## config.mk

```make
export PLATFORM = sky130hd
export DESIGN_NAME = pipe_fetch_ctrl_flat
export DESIGN_NICKNAME = d
export VERILOG_FILES = /design/src/rtl/pipe_fetch_ctrl_pkg.sv /design/src/rtl/pipe_fetch_ctrl_if.sv /design/src/rtl/pipe_fetch_ctrl_prio.sv /design/src/rtl/pipe_fetch_ctrl.sv /design/src/flat_wrapper.sv
export SDC_FILE = /design/constraint.sdc
export NUM_CORES = 1
export LEC_CHECK = 0
export ABC_AREA = 1
export BUFFER_PORTS_ARGS = -buffer_cell sky130_fd_sc_hd__buf_2
export CORE_MARGIN = 2
export CORE_UTILIZATION = 49
export CTS_CLUSTER_SIZE = 25
export DETAILED_ROUTE_END_ITERATION = 8
export PLACE_DENSITY_LB_ADDON = 0.2
export SLEW_MARGIN = 10
export SYNTH_ARGS = -nofsm -noshare
export SYNTH_HDL_FRONTEND = slang
export SYNTH_SLANG_ARGS = --single-unit
```

## constraint.sdc

```tcl
create_clock -name clk -period 1.45 [get_ports clk]
set_input_delay 0.2175 -clock clk [delete_from_list [all_inputs] [get_ports clk]]
set_output_delay 0.2175 -clock clk [all_outputs]
set_load 0.005 [all_outputs]
```

## src/rtl/pipe_fetch_ctrl_pkg.sv

```systemverilog
`default_nettype none
// +----------------------------------------------------------------------+
// | fetch_ctrl_pkg : shared encodings for the fetch sequencing control   |
// | Rev 1.0                                                              |
// +----------------------------------------------------------------------+
package fetch_ctrl_pkg;

   // Numeric order is the redirect priority, so merging is a plain compare.
   typedef enum logic [1:0] {
      SRC_NONE = 2'd0,
      SRC_MISP = 2'd1,
      SRC_ERET = 2'd2,
      SRC_EXC  = 2'd3
   } src_e;

   localparam logic [1:0] SELPC_NPC = 2'b00;
   localparam logic [1:0] SELPC_EPC = 2'b01;
   localparam logic [1:0] SELPC_EXC = 2'b10;

   typedef enum logic [1:0] {
      ST_BOOT  = 2'd0,
      ST_FETCH = 2'd1,
      ST_REDIR = 2'd2
   } state_e;

   function automatic src_e src_max(input src_e a, input src_e b);
      return (a > b) ? a : b;
   endfunction

endpackage
`default_nettype wire

```

## src/rtl/pipe_fetch_ctrl_if.sv

```systemverilog
`default_nettype none
// +----------------------------------------------------------------------+
// | pipe_fetch_ctrl_if : hazard/redirect inputs, imem handshake, PC-mux  |
// | Rev 1.0                                                              |
// +----------------------------------------------------------------------+
interface pipe_fetch_ctrl_if;
   logic       stall;
   logic       exc_req;
   logic       eret;
   logic       pre_fch_wrong;
   logic       imem_ready;
   logic       imem_req;
   logic [1:0] selpc;
   logic       sel_refetch;
   logic       pc_we;
   logic       if_valid;
   logic       flush_if;
   logic       exc_ack;
   logic       ifetch_err;

   modport master (
      output stall, exc_req, eret, pre_fch_wrong, imem_ready,
      input  imem_req, selpc, sel_refetch, pc_we, if_valid, flush_if, exc_ack, ifetch_err
   );

   modport slave (
      input  stall, exc_req, eret, pre_fch_wrong, imem_ready,
      output imem_req, selpc, sel_refetch, pc_we, if_valid, flush_if, exc_ack, ifetch_err
   );
endinterface
`default_nettype wire

```

## src/rtl/pipe_fetch_ctrl_prio.sv

```systemverilog
`default_nettype none
// +----------------------------------------------------------------------+
// | redirect_prio_latch : one-deep pending redirect source, priority-merged|
// | Rev 1.0                                                              |
// +----------------------------------------------------------------------+
module redirect_prio_latch
   import fetch_ctrl_pkg::*;
(
   input  wire logic clk,
   input  wire logic rst,
   input  wire logic exc_req_i,
   input  wire logic eret_i,
   input  wire logic misp_i,
   input  wire logic take_i,
   output src_e      eff_src_o
);

   src_e pend_q;
   src_e pend_d;
   src_e evt;

   always_comb begin
      evt = SRC_NONE;
      if (exc_req_i)   evt = SRC_EXC;
      else if (eret_i) evt = SRC_ERET;
      else if (misp_i) evt = SRC_MISP;
   end

   assign eff_src_o = src_max(pend_q, evt);

   // Merging with the current pending value drops any lower-priority arrival.
   always_comb begin
      pend_d = eff_src_o;
      if (take_i) pend_d = SRC_NONE;
   end

   always_ff @(posedge clk or posedge rst) begin
      if (rst) pend_q <= SRC_NONE;
      else     pend_q <= pend_d;
   end

endmodule
`default_nettype wire

```

## src/rtl/pipe_fetch_ctrl.sv

```systemverilog
`default_nettype none
// +----------------------------------------------------------------------+
// | pipe_fetch_ctrl : fetch PC-select sequencing, imem handshake, squash |
// | Optional FETCH_CTRL_PERF_EN adds misp_cnt / wait_cnt counters.       |
// | Rev 1.0                                                              |
// +----------------------------------------------------------------------+
module pipe_fetch_ctrl
   import fetch_ctrl_pkg::*;
#(
   parameter int BOOT_CYCLES = 2,
   parameter int TIMEOUT     = 16
)(
   input  wire logic        clk,
   input  wire logic        rst,
   pipe_fetch_ctrl_if.slave bus
`ifdef FETCH_CTRL_PERF_EN
   ,
   output logic [31:0]      misp_cnt,
   output logic [31:0]      wait_cnt
`endif
);

   localparam logic [3:0] BOOT_LAST = 4'(BOOT_CYCLES - 1);
   localparam logic [7:0] TMO_LAST  = 8'(TIMEOUT - 1);

   state_e     state_q, state_d;
   logic [3:0] boot_q, boot_d;
   logic [7:0] tmo_q, tmo_d;
   src_e       eff_src;
   logic       take;
   logic       misp_taken;

   logic       imem_req, sel_refetch, pc_we, if_valid, flush_if, exc_ack, ifetch_err;
   logic [1:0] selpc;

   redirect_prio_latch u_prio (
      .clk       (clk),
      .rst       (rst),
      .exc_req_i (bus.exc_req),
      .eret_i    (bus.eret),
      .misp_i    (bus.pre_fch_wrong),
      .take_i    (take),
      .eff_src_o (eff_src)
   );

   always_ff @(posedge clk or posedge rst) begin
      if (rst) begin
         state_q <= ST_BOOT;
         boot_q  <= '0;
         tmo_q   <= '0;
      end else begin
         state_q <= state_d;
         boot_q  <= boot_d;
         tmo_q   <= tmo_d;
      end
   end

   always_comb begin
      state_d     = state_q;
      boot_d      = boot_q;
      tmo_d       = '0;
      take        = 1'b0;
      misp_taken  = 1'b0;
      imem_req    = 1'b0;
      selpc       = SELPC_NPC;
      sel_refetch = 1'b0;
      pc_we       = 1'b0;
      if_valid    = 1'b0;
      flush_if    = 1'b0;
      exc_ack     = 1'b0;
      ifetch_err  = 1'b0;

      case (state_q)
         ST_BOOT: begin
            boot_d = boot_q + 4'd1;
            if (boot_q == BOOT_LAST) begin
               state_d = ST_FETCH;
               boot_d  = '0;
            end
         end

         ST_FETCH: begin
            imem_req = 1'b1;
            if (bus.imem_ready) begin
               if (eff_src != SRC_NONE) begin
                  // Redirect wins over stall; the returned word is squashed.
                  take     = 1'b1;
                  pc_we    = 1'b1;
                  flush_if = 1'b1;
                  state_d  = ST_REDIR;
                  case (eff_src)
                     SRC_EXC: begin
                        selpc   = SELPC_EXC;
                        exc_ack = 1'b1;
                     end
                     SRC_ERET: selpc = SELPC_EPC;
                     default: begin
                        sel_refetch = 1'b1;
                        misp_taken  = 1'b1;
                     end
                  endcase
               end else if (!bus.stall) begin
                  pc_we    = 1'b1;
                  if_valid = 1'b1;
               end
            end else if (tmo_q == TMO_LAST) begin
               // Abandon the hung fetch and vector straight to the exception base.
               take       = 1'b1;
               ifetch_err = 1'b1;
               pc_we      = 1'b1;
               selpc      = SELPC_EXC;
               flush_if   = 1'b1;
               exc_ack    = 1'b1;
               state_d    = ST_REDIR;
            end else begin
               tmo_d = tmo_q + 8'd1;
            end
         end

         ST_REDIR: begin
            flush_if = 1'b1;
            state_d  = ST_FETCH;
         end

         default: state_d = ST_BOOT;
      endcase
   end

   assign bus.imem_req    = imem_req;
   assign bus.selpc       = selpc;
   assign bus.sel_refetch = sel_refetch;
   assign bus.pc_we       = pc_we;
   assign bus.if_valid    = if_valid;
   assign bus.flush_if    = flush_if;
   assign bus.exc_ack     = exc_ack;
   assign bus.ifetch_err  = ifetch_err;

`ifdef FETCH_CTRL_PERF_EN
   logic [31:0] misp_cnt_q, misp_cnt_d;
   logic [31:0] wait_cnt_q, wait_cnt_d;

   always_comb begin
      misp_cnt_d = misp_cnt_q;
      wait_cnt_d = wait_cnt_q;
      if (misp_taken && (misp_cnt_q != 32'hFFFF_FFFF))
         misp_cnt_d = misp_cnt_q + 32'd1;
      if ((state_q == ST_FETCH) && !bus.imem_ready && (wait_cnt_q != 32'hFFFF_FFFF))
         wait_cnt_d = wait_cnt_q + 32'd1;
   end

   always_ff @(posedge clk or posedge rst) begin
      if (rst) begin
         misp_cnt_q <= '0;
         wait_cnt_q <= '0;
      end else begin
         misp_cnt_q <= misp_cnt_d;
         wait_cnt_q <= wait_cnt_d;
      end
   end

   assign misp_cnt = misp_cnt_q;
   assign wait_cnt = wait_cnt_q;
`endif

endmodule
`default_nettype wire

```

## src/flat_wrapper.sv

```systemverilog
// flat-port wrapper written by rule: the top's interface ports become plain ports
module pipe_fetch_ctrl_flat import fetch_ctrl_pkg::*;
#(
   parameter int BOOT_CYCLES = 2,
   parameter int TIMEOUT     = 16
)
  (clk, rst, bus_stall, bus_exc_req, bus_eret, bus_pre_fch_wrong, bus_imem_ready, bus_imem_req, bus_selpc, bus_sel_refetch, bus_pc_we, bus_if_valid, bus_flush_if, bus_exc_ack, bus_ifetch_err);
  pipe_fetch_ctrl_if bus_i ();
  input  wire logic clk;
  input  wire logic rst;
  input wire logic [$bits(bus_i.stall)-1:0] bus_stall;
  input wire logic [$bits(bus_i.exc_req)-1:0] bus_exc_req;
  input wire logic [$bits(bus_i.eret)-1:0] bus_eret;
  input wire logic [$bits(bus_i.pre_fch_wrong)-1:0] bus_pre_fch_wrong;
  input wire logic [$bits(bus_i.imem_ready)-1:0] bus_imem_ready;
  output wire logic [$bits(bus_i.imem_req)-1:0] bus_imem_req;
  output wire logic [$bits(bus_i.selpc)-1:0] bus_selpc;
  output wire logic [$bits(bus_i.sel_refetch)-1:0] bus_sel_refetch;
  output wire logic [$bits(bus_i.pc_we)-1:0] bus_pc_we;
  output wire logic [$bits(bus_i.if_valid)-1:0] bus_if_valid;
  output wire logic [$bits(bus_i.flush_if)-1:0] bus_flush_if;
  output wire logic [$bits(bus_i.exc_ack)-1:0] bus_exc_ack;
  output wire logic [$bits(bus_i.ifetch_err)-1:0] bus_ifetch_err;
  assign bus_i.stall = bus_stall;
  assign bus_i.exc_req = bus_exc_req;
  assign bus_i.eret = bus_eret;
  assign bus_i.pre_fch_wrong = bus_pre_fch_wrong;
  assign bus_i.imem_ready = bus_imem_ready;
  assign bus_imem_req = bus_i.imem_req;
  assign bus_selpc = bus_i.selpc;
  assign bus_sel_refetch = bus_i.sel_refetch;
  assign bus_pc_we = bus_i.pc_we;
  assign bus_if_valid = bus_i.if_valid;
  assign bus_flush_if = bus_i.flush_if;
  assign bus_exc_ack = bus_i.exc_ack;
  assign bus_ifetch_err = bus_i.ifetch_err;
  pipe_fetch_ctrl #(.BOOT_CYCLES(BOOT_CYCLES), .TIMEOUT(TIMEOUT)) u_core (.clk(clk), .rst(rst), .bus(bus_i));
endmodule
```

**Yosys cells after proc, flatten, opt, wreduce, memory -nomap -nowiden**

Index checks and enable logic that the tools add are counted.

- Bits in registers: 16
- Output and inout port bits: 9

- Add/subtract/negate cells: 2
- Magnitude comparators: 1
- Eq/ne operators: 9
- Mux-type cells: 42
- Reduce and logical (&&, ||, !) cells: 4

Operators by type and width:

| operator | count |
|---|---|
| $mux 2 | 12 |
| $mux 8 | 3 |
| $mux 1 | 23 |
| $add 8x1->8 const B | 1 |
| $eq 8x4->1 const B | 1 |
| $eq 2x2->1 const B | 3 |
| $ne 3x2->1 const B | 2 |
| $pmux 2 s3 | 1 |
| $add 4x1->4 const B | 1 |
| $eq 4x1->1 const B | 1 |
| $mux 4 | 1 |
| $pmux 2 s2 | 1 |
| $reduce_and 3->1 | 1 |
| $eq 2x1->1 const B | 1 |
| $gt 2x2->1 | 1 |
| $logic_not 2->1 | 1 |
| $ne 2x1->1 const B | 1 |
| $pmux 1 s2 | 1 |
| $reduce_bool 2->1 | 1 |
| $reduce_or 2->1 | 1 |

**Longest topological paths before layout**

- Word-level depth: 11
- Mapped depth: 10

**Cells and area by module**

Synthesis repeated with hierarchy kept, for this count alone.

- Cell total of the unflattened synthesis: 132
- Area total of the unflattened synthesis: 1011.0 µm²

By module, submodules not included:

| module | instances | cells an instance | area each (µm²) | seq. area each (µm²) |
|---|---|---|---|---|
| pipe_fetch_ctrl | 1 | 108 | 833.3 | 350.3 |
| redirect_prio_latch | 1 | 24 | 177.7 | 50.0 |

**Worst setup path before layout**

Ideal clock, no wire load.

- Kind: flip-flop to output port
- From: register u_core.u_prio.pend_q[1]
- To: output bus_selpc[1]
- Arrival: 1.426 ns
- Data required time: 1.233 ns
- Slack: -0.193 ns
- Cell stages (with the launch flop): 9
- Path buffers: 1
- Cells stage by stage: dfrtp_1 inv_1 ha_1 o21ai_0 nand3_1 nand2_1 inv_1 a21oi_2 buf_4

- Word-level cells in the longest chain between the ends: 7
- Elaborated cells on any way between the ends: 9

RTL lines:

| item | RTL line | source |
|---|---|---|
| start, declared | pipe_fetch_ctrl_prio.sv:18 | `src_e pend_q;` |
| start signal, assigned | pipe_fetch_ctrl_prio.sv:39 | `else pend_q <= pend_d;` |
| $gt 2x2->1 | pipe_fetch_ctrl_pkg.sv:27 | `return (a > b) ? a : b;` |
| $mux 2 (*) | pipe_fetch_ctrl_pkg.sv:27 |  |
| $eq 2x2->1 | pipe_fetch_ctrl.sv:91 | `case (eff_src)` |
| $pmux 2 s2 | pipe_fetch_ctrl.sv:91 |  |
| $mux 2 (*) | pipe_fetch_ctrl.sv:85 | `if (eff_src != SRC_NONE) begin` |
| $mux 2 (*) | pipe_fetch_ctrl.sv:84 | `if (bus.imem_ready) begin` |
| $mux 2 (*) | pipe_fetch_ctrl.sv:73 | `case (state_q)` |
| end, declared | flat_wrapper.sv:17 | `output wire logic [$bits(bus_i.selpc)-1:0] bus_selpc;` |

Every way passes the cells marked *; elsewhere a longest branch is shown, timed or not.

**Final worst setup path**

- From: register u_core.u_prio.pend_q[0]
- To: output bus_if_valid

- Word-level cells in the longest chain between the ends: 6

RTL lines:

| item | RTL line | source |
|---|---|---|
| $gt 2x2->1 | pipe_fetch_ctrl_pkg.sv:27 |  |
| $mux 2 (*) | pipe_fetch_ctrl_pkg.sv:27 |  |
| $reduce_bool 2->1 (*) | pipe_fetch_ctrl.sv:85 |  |
| $mux 1 (*) | pipe_fetch_ctrl.sv:85 |  |
| $mux 1 (*) | pipe_fetch_ctrl.sv:84 |  |
| $mux 1 (*) | pipe_fetch_ctrl.sv:73 |  |
| end, declared | flat_wrapper.sv:20 | `output wire logic [$bits(bus_i.if_valid)-1:0] bus_if_valid;` |

Marked as above.

==> flow_summary.yaml <==
status:
  status: "finished with violations"
  violations: "hold timing, setup timing"
synthesis:
  synth_cells: 131
  yosys_register_bits: 16
  ys_top_cells_by_area: "dfrtp_1, ha_1, nand2_1"
  synth.distinct_cells: 24
  yosysTopAreaCell: "dfrtp_1"
  yosys.area.top_type_share_pct: 39.22
  yosysSeqAreaShare_pct: 39.22
  synth_area_mm2: 0.001021
  syn_area_per_cell_um2: 7.794
  ys.warnings.count: 0
  synthesis.nets: 146
place:
  dp_hpwl_um: 1682
  port_buffers: 15
  gp_congestion: 0.7812
  place_area_mm2: 0.001285
setup_path:
  arrival_ps: 1720
  required_ps: 1230
  critPathKind: "flip-flop to output port"
  crit_path_end: "bus_if_valid"
  crit_path_start_kind: "flip-flop"
  path_max_fanout: 3
  rr_worst_depth: 10
  startpoint: "u_core.u_prio.pend_q[0]"
  critPathCaptureType: "output port"
  worstReg2RegStart: "u_core.u_prio.pend_q[0]"
  rrSetupSlack_ps: -200
  reg2reg_to: "u_core.state_q[1]"
floorplanning:
  dieArea_mm2: 0.002465
  initial_core_util_pct: 52.04
  die_h_um: 49.65
  core_mm2: 0.001962
  die_w_um: 49.65
  num_rows: 16
  io_pins: 16
cts:
  cts_buffers: 3
  cts_tree: "built"
  cts_sinks: 16
  hold_buffers: 0
  clk_pin_slew_worst_paths_ps: 90
  cts_max_level: 1
  root_buffer: "clkbuf_4"
  clock_path_buffers: 2
  insertion_delay_ps: 270
finish:
  area_growth_pct: 56.25
  n_antenna_cell: 0
  layout.cells.most_common: "buf_4"
  nFillCells: 127
  final_util_pct: 81.31
  drive_above_1_share_pct: 52.72
  multi_input_area_um2: 679.4
  mostFrequentLayoutCells: "buf_4, nand2_1, nor2_1, dfrtp_1"
  ff_latch_area_um2: 400.4
  stdcell_area_mm2: 0.001595
  fin_nets: 201
timing:
  holdWs_ps: -3.861
  final-hold-violation-count: 16
  period_needed_ps: 1939
  rsz0062_at_grt: "yes"
  finalSetupViolCount: 16
  fin_setup_tns_ps: -4332
  final_max_slew_viol_count: 0
  relSlewSlack_pct: 60.12
  fin_ws_ps: -489.1
  finalCritPeriodShare_pct: 133.7
  max_freq_mhz: 515.7
  fin_skew_ps: 2.467
  max_slew.worst_pin.slew_ps: 597.5
drt:
  wl_um: 2909
  routedWlPerCell_um: 13.79
  drt_iter0_markers: 9
  vias: 1050
  drt-pass1-iter-count: 4
  final_antenna_net_count: 0
  post-route-drc-count: 0
  vias_per_cell: 4.976
pwr:
  leakagePower_nw: 0.8086
  peakVddDrop_v: 0.001138
  power.density_mw_per_mm2: 1462
run:
  drv_cap: 0
global_route:
  grt.total_usage_pct: 21.58
  antenna_found_initial: 0
  grt_pass1_wl_um: 4105
  grt_max_degree: 17
  grt_pass1_vias: 1025
  grt.overflow.total: 0
hold_path:
  min_path_type: "input pin to asynchronous set/reset pin"
## cell families after synthesis
group / Yosys count / share of synthesized area, %
buffers and inverters: 25 / 9.558
adder cells (fa/ha/maj): 8 / 9.804
AND/OR/NAND/NOR: 65 / 29.17
XOR/XNOR: 2 / 1.716
flip-flops: 16 / 39.22
AO/OA/AOI/OAI: 15 / 10.54
## synthesized netlist by cell type (all sizes together)
cell	count
nand2	28
inv	24
nor2	20
dfrtp	16
nand3	10
ha	8
o21ai	8
nor3	5
a21oi	4
xor2	2
a21boi	1
a31oi	1
buf	1
nand4	1
o21bai	1
or2	1
## power breakdown
part           switching [mW]  internal [mW]  total, mW
Clock                   0.124         0.0960      0.220
Sequential             0.0638          0.528      0.592
Combinational           0.809          0.711       1.52
## per-stage QoR
step / cells / worst slack, ps / power (mW) / hold slack, ps
2_1_floorplan: 131 / -85.57 / 1.173 / 131.2
3_3_place_gp: 191 / -191.3 / 1.491 / 302.8
3_5_place_dp: 191 / -273.4 / 1.522 / 310.7
4_1_cts: 201 / -404.8 / 1.938 / 14.78
5_1_grt: 211 / -571.9 / 2.502 / 67.00
6_report: 211 / -489.1 / 2.332 / -3.861
## worst min-delay path by stage
stage,start,endpoint,slack [ps],depth (start not counted)
2_1_floorplan,rst,u_core.boot_q[0],130,1
3_3_place_gp,rst,u_core.tmo_q[7],300,2
3_5_place_dp,rst,u_core.boot_q[2],310,2
4_1_cts,rst,u_core.boot_q[2],10,2
5_1_grt,rst,u_core.boot_q[2],70,2
6_report,rst,u_core.tmo_q[2],-4,2
## sequential cells by signal (all words and copies together) (netlist names)
name                  count
u_core.u_prio.pend_q      2
u_core.state_q            2
u_core.boot_q             4
u_core.tmo_q              8
## repair_timing
item	CTS	global route
gates resized for setup	20	23
endpoints found under the hold margin	0	0
pin swaps	9	11
buffers inserted	7	11
endpoints found under the setup margin	13	17
## layer usage
metal / part of all wire (%) / global-route usage [%] / vias up
met3: 1.8 / 2.121 / 8
met4: 1.9 / 4.630 / 0
li1: - / - / 516
met2: 58 / 45.56 / 14
met5: 0 / 0 / -
met1: 38 / 21.96 / 512
## area by class of cell
class	instances	share of cell area, %
multi-input cells	90	42.59
flip-flops and latches	16	25.10
repair buffers	51	22.82
inverters	24	5.961
well taps	27	2.118
clock buffers	3	1.412
## worst max-delay path, cell delays in order (launching register included)
cell     delay, ps
dfrtp_1        370
inv_1           60
ha_1           230
o21ai_4        200
nand2_2        100
nand2_4        100
buf_6          100
nand3_4         60
nor2_2         100
buf_2          120
Note: power is estimated with default switching activity, not from simulation.
